--- src/rtl/t_counter_ctrl.sv ---
// Start/pause/stop/load sequencer for a bank of toggle cells forming an up/down counter.
// Every count change is applied as Q ^ T_VEC, so T_VEC is exactly the set of cells that flipped.
module t_counter_ctrl #(
  parameter int WIDTH = 4
) (
  input  logic             CLK,
  input  logic             RST_N,
  input  logic             START,
  input  logic             STOP,
  input  logic             LOAD,
  input  logic [WIDTH-1:0] LOAD_VAL,
  input  logic             UP,
  input  logic             CONT,
  input  logic [WIDTH-1:0] MAX,
  output logic [WIDTH-1:0] Q,
  output logic [WIDTH-1:0] T_VEC,
  output logic [1:0]       STATE,
  output logic             BUSY,
  output logic             WRAP,
  output logic             DONE
);

  typedef enum logic [1:0] {
    S_IDLE  = 2'd0,
    S_RUN   = 2'd1,
    S_PAUSE = 2'd2,
    S_DONE  = 2'd3
  } state_e;

  state_e           state_q, state_d;
  logic [WIDTH-1:0] q_q;
  logic [WIDTH-1:0] tvec_q, tvec_d;
  logic [WIDTH-1:0] target_d;
  logic             wrap_q, wrap_d;
  logic             busy_q, done_q;

  // The FSM only chooses a target count; the toggle vector is derived from it below.
  always_comb begin
    state_d  = state_q;
    target_d = q_q;
    wrap_d   = 1'b0;
    case (state_q)
      S_IDLE: begin
        if (LOAD) begin
          target_d = LOAD_VAL;
        end else if (START && !STOP) begin
          state_d = S_RUN;
        end
      end
      S_RUN: begin
        if (STOP) begin
          state_d = S_PAUSE;
        end else if (UP) begin
          if (q_q >= MAX) begin
            if (CONT) begin
              target_d = '0;
              wrap_d   = 1'b1;
            end else begin
              state_d = S_DONE;
            end
          end else begin
            target_d = q_q + 1'b1;
          end
        end else begin
          if (q_q == '0) begin
            if (CONT) begin
              target_d = MAX;
              wrap_d   = 1'b1;
            end else begin
              state_d = S_DONE;
            end
          end else begin
            target_d = q_q - 1'b1;
          end
        end
      end
      S_PAUSE: begin
        if (STOP) begin
          state_d = S_IDLE;
        end else if (START) begin
          state_d = S_RUN;
        end else if (LOAD) begin
          target_d = LOAD_VAL;
        end
      end
      default: begin
        state_d = S_IDLE;
      end
    endcase
  end

  assign tvec_d = q_q ^ target_d;

  // Status flags are computed from the next state so they line up with STATE.
  always_ff @(posedge CLK or negedge RST_N) begin
    if (!RST_N) begin
      state_q <= S_IDLE;
      q_q     <= '0;
      tvec_q  <= '0;
      wrap_q  <= 1'b0;
      busy_q  <= 1'b0;
      done_q  <= 1'b0;
    end else begin
      state_q <= state_d;
      q_q     <= q_q ^ tvec_d;
      tvec_q  <= tvec_d;
      wrap_q  <= wrap_d;
      busy_q  <= (state_d == S_RUN) || (state_d == S_PAUSE);
      done_q  <= (state_d == S_DONE);
    end
  end

  assign Q     = q_q;
  assign T_VEC = tvec_q;
  assign STATE = state_q;
  assign BUSY  = busy_q;
  assign WRAP  = wrap_q;
  assign DONE  = done_q;

endmodule

--- config.mk ---
export PLATFORM = sky130hd
export DESIGN_NAME = t_counter_ctrl
export DESIGN_NICKNAME = d
export VERILOG_FILES = /design/src/rtl/t_counter_ctrl.sv
export SDC_FILE = /design/constraint.sdc
export NUM_CORES = 1
export LEC_CHECK = 0
export ABC_CLOCK_PERIOD_IN_PS = 2500
export CAP_MARGIN = 5
export CORE_MARGIN = 10
export CORE_UTILIZATION = 49
export CTS_CLUSTER_SIZE = 28
export DETAILED_ROUTE_END_ITERATION = 8
export PLACE_DENSITY = 0.79
export SLEW_MARGIN = 15
export SYNTH_ARGS = -nofsm -noshare
export SYNTH_HDL_FRONTEND = slang
export SYNTH_SLANG_ARGS = --single-unit
--- constraint.sdc ---
create_clock -name CLK -period 2.5 [get_ports CLK]
set_input_delay 0.375 -clock CLK [delete_from_list [all_inputs] [get_ports CLK]]
set_output_delay 0.375 -clock CLK [all_outputs]
set_load 0.005 [all_outputs]
==> results_dict.tcl <==
set metrics [dict create \
    clock_latency_ns 0.28 \
    synthXorXnorAreaFrac 0.0149 \
    synth_seq_area_share 0.277 \
    final_common_cell "clkdlybuf4s50_1" \
    port_buffers 27 \
    grt_use_total 0.137 \
    cts_max_path_buffers 2 \
    grt_start_max_net_pins 14 \
    critPathMaxStageDelay_ns 0.48 \
    async_flop_share 1.00 \
    final-hold-violation-count 0 \
    syn_area_um2 1170 \
    cts.sinks 13 \
    drive_gt1_frac 0.144 \
    internal_power_mw 0.709 \
    final_cell_mix "clkdlybuf4s50_1 (27), a21oi_1 (14), dfrtp_1 (13)" \
    synth_area_per_cell_um2 9.04 \
    rr_startpoint "Q[3]" \
    synth.area.top_cells "dfrtp_1 (28%), ha_1 (7.5%), clkbuf_8 (7.0%)" \
    status "finished clean" \
    cp_max_fo 4 \
    postSynthNetCount 152 \
    cp-start-kind "input port" \
    io_pins 28 \
    fmax_mhz 429 \
    cts_tree "done" \
    wl_per_cell_um 17.1 \
    slew_headroom 0.606 \
    synth_seq_cells 13 \
    core_um2 2250 \
    overflow 0 \
    die_h_um 69.0 \
    synthMuxAreaShare 0.0469 \
    finalInstanceArea_um2 1460 \
    via_per_inst 6.09 \
    worstPathArrival_ns 2.48 \
    synth_compound_area_frac 0.283 \
    nNetsFinal 183 \
    yosysUniqueCellTypes 42 \
    synth_edf_count 0 \
    crit_path_top_delay_cell "clkdlybuf4s50_1" \
    pwr-share-comb 0.614 \
    setup_viol 0 \
    cts-root-buf "clkbuf_4" \
    cp-startpoint "MAX[3]" \
    leakage_nw 0.623 \
    hp-class "in2async" \
    drt-total-wl_mm 3.22 \
    path_cells "clkdlybuf4s50_1 > inv_1 > ha_1 > a21oi_1 > o21ai_0 > buf_4 > a211oi_1 > nor3_1 > a311oi_1" \
    crit_path_end_kind "register" \
    drc 0 \
    synth_adder_area_share 0.0745 \
    grt_pass1_wl_mm 5.15 \
    antenna_found_initial 0 \
    drt_pass1_iterations 4 \
    max_slew.worst_pin.slew_ns 0.589 \
    vdd_drop_max_mv 0.406 \
    die_area_um2 4760 \
    seqPwrFrac 0.274 \
    drtAntennaViolNets 0 \
    ctsHoldBuffers 0 \
    gp_congestion 0.927 \
    h-tree-depth 1 \
    yosysTopAreaCell "dfrtp_1" \
    fin_setup_tns_ns 0 \
    max-cap-violations 0 \
    first_iter_violations 90 \
    die_w_um 69.0 \
    ys.flop_type "dfrtp_1" \
    synthCells 130 \
    rows 17 \
    final.min_clock_period_ns 2.33 \
    clkPwrFrac 0.112 \
    utilization 0.647 \
    post-dp-hpwl_mm 2.54 \
    synth_top_family_by_area "compound AO/OA/AOI/OAI gates" \
    post-route-period-util 0.932 \
    powerDensity_nw_per_um2 814 \
    total_power_mw 1.19 \
    finalMaxSlewViolations 0 \
    cts_setup_buffers 0 \
    syn2layout_area_growth_pct 24.1 \
    crit_required_ns 2.65 \
    crit_type "in2reg" \
    synthSimpleGateAreaFrac 0.173 \
    p_sw_frac 0.403 \
    fill_cells 197 \
    synthDominantCellAreaShare 0.277 \
    placed_cell_area_um2 1430 \
    path_clk_slew_ns 0.09 \
    grt_pass1_vias 1134 \
    final.setup_skew_ns 0.0128 \
    switching_power_mw 0.478 \
    rsz0062_at_grt "no" \
    ys_warn_count 0 \
    numCtsBuffers 3 \
    cts_resized 0 \
    dr_total_vias 1145 \
    start_util 0.521 \
    diodes 0 \
]
[logic make-up after synthesis]
kind of cell             count (synthesis)
adder cells (fa/ha/maj)                  7
flip-flops                              13
AND/OR/NAND/NOR                         35
XOR/XNOR                                 2
AO/OA/AOI/OAI                           48
buffers and inverters                   20
multiplexers                             5
[worst max-delay path: cells and delay by family]
kind            cells  cell delay [ns]
compound gates      4             1.03
fa+ha+maj           1             0.28
buf+inv             3             0.70
simple gates        1             0.09
[sequential cells by signal, summed over array words and instances (netlist names)]
signal and count:
T_VEC 4, DONE 1, BUSY 1, WRAP 1
Q 4, STATE 2
[per-stage QoR]
stage               instances  setup slack [ns]  hold slack, ns
floorplan                 130             0.262          0.0794
detailed placement        184          -0.00524           0.636
finish                    188             0.170           0.457
CTS                       188             0.264           0.487
global placement          184            0.0319           0.597
global route              188            0.0185           0.522
[power by group through the flow]
| stage | registers (mW) | logic, mW | clock network (mW) |
|---|---|---|---|
| 3_5_place_dp | 0.329 | 0.721 | 0 |
| 3_3_place_gp | 0.327 | 0.696 | 0 |
| 6_report | 0.325 | 0.729 | 0.133 |
| 2_1_floorplan | 0.329 | 0.441 | 0 |
| 4_1_cts | 0.325 | 0.725 | 0.132 |
| 5_1_grt | 0.332 | 0.797 | 0.145 |
[final timing paths]
path	to	slack [ns]	cells past startpoint
worst max register to register	T_VEC[0]	0.18	7
worst min register to register	Q[1]	0.64	2
worst max-delay path	T_VEC[0]	0.17	9
worst min-delay path	T_VEC[3]	0.46	1
min in group CLK	Q[1]	0.64	2
max in group asynchronous	STATE[0]	1.65	1
[cell usage after synthesis, types with 2 or more instances]
library cell / number
o21ai_0: 8
o211ai_1: 3
nand3_1: 5
clkbuf_8: 6
nand2b_1: 2
nand4_1: 2
inv_1: 10
nor3_1: 4
nor2_1: 4
nor3b_1: 3
a22oi_1: 5
o2bb2ai_1: 2
a21oi_1: 14
or2b_2: 2
ha_1: 7
a311oi_1: 2
buf_6: 2
a211oi_1: 4
nand2_1: 5
dfrtp_1: 13
mux2i_1: 4
nor2b_1: 3
[cell type report]
cell class                 count  area (um2)  area share
timing repair buffer          36         338       0.232
multi-input combinational     97         696       0.477
inverter                      10        37.5      0.0258
tap                           28        35.0      0.0240
clock buffer                   4        26.3      0.0180
sequential                    13         325       0.223
[per-layer routing]
layer | wire length [um] | global-route usage | part of all wire | up-vias
met1 | 1340 | 0.162 | 0.42 | 551
met4 | 63 | 0.0567 | 0.020 | 0
li1 | - | - | - | 543
met2 | 1590 | 0.239 | 0.49 | 44
met3 | 222 | 0.0209 | 0.069 | 7
met5 | 0 | 0 | 0 | -
(Power assumes the default switching activity.)
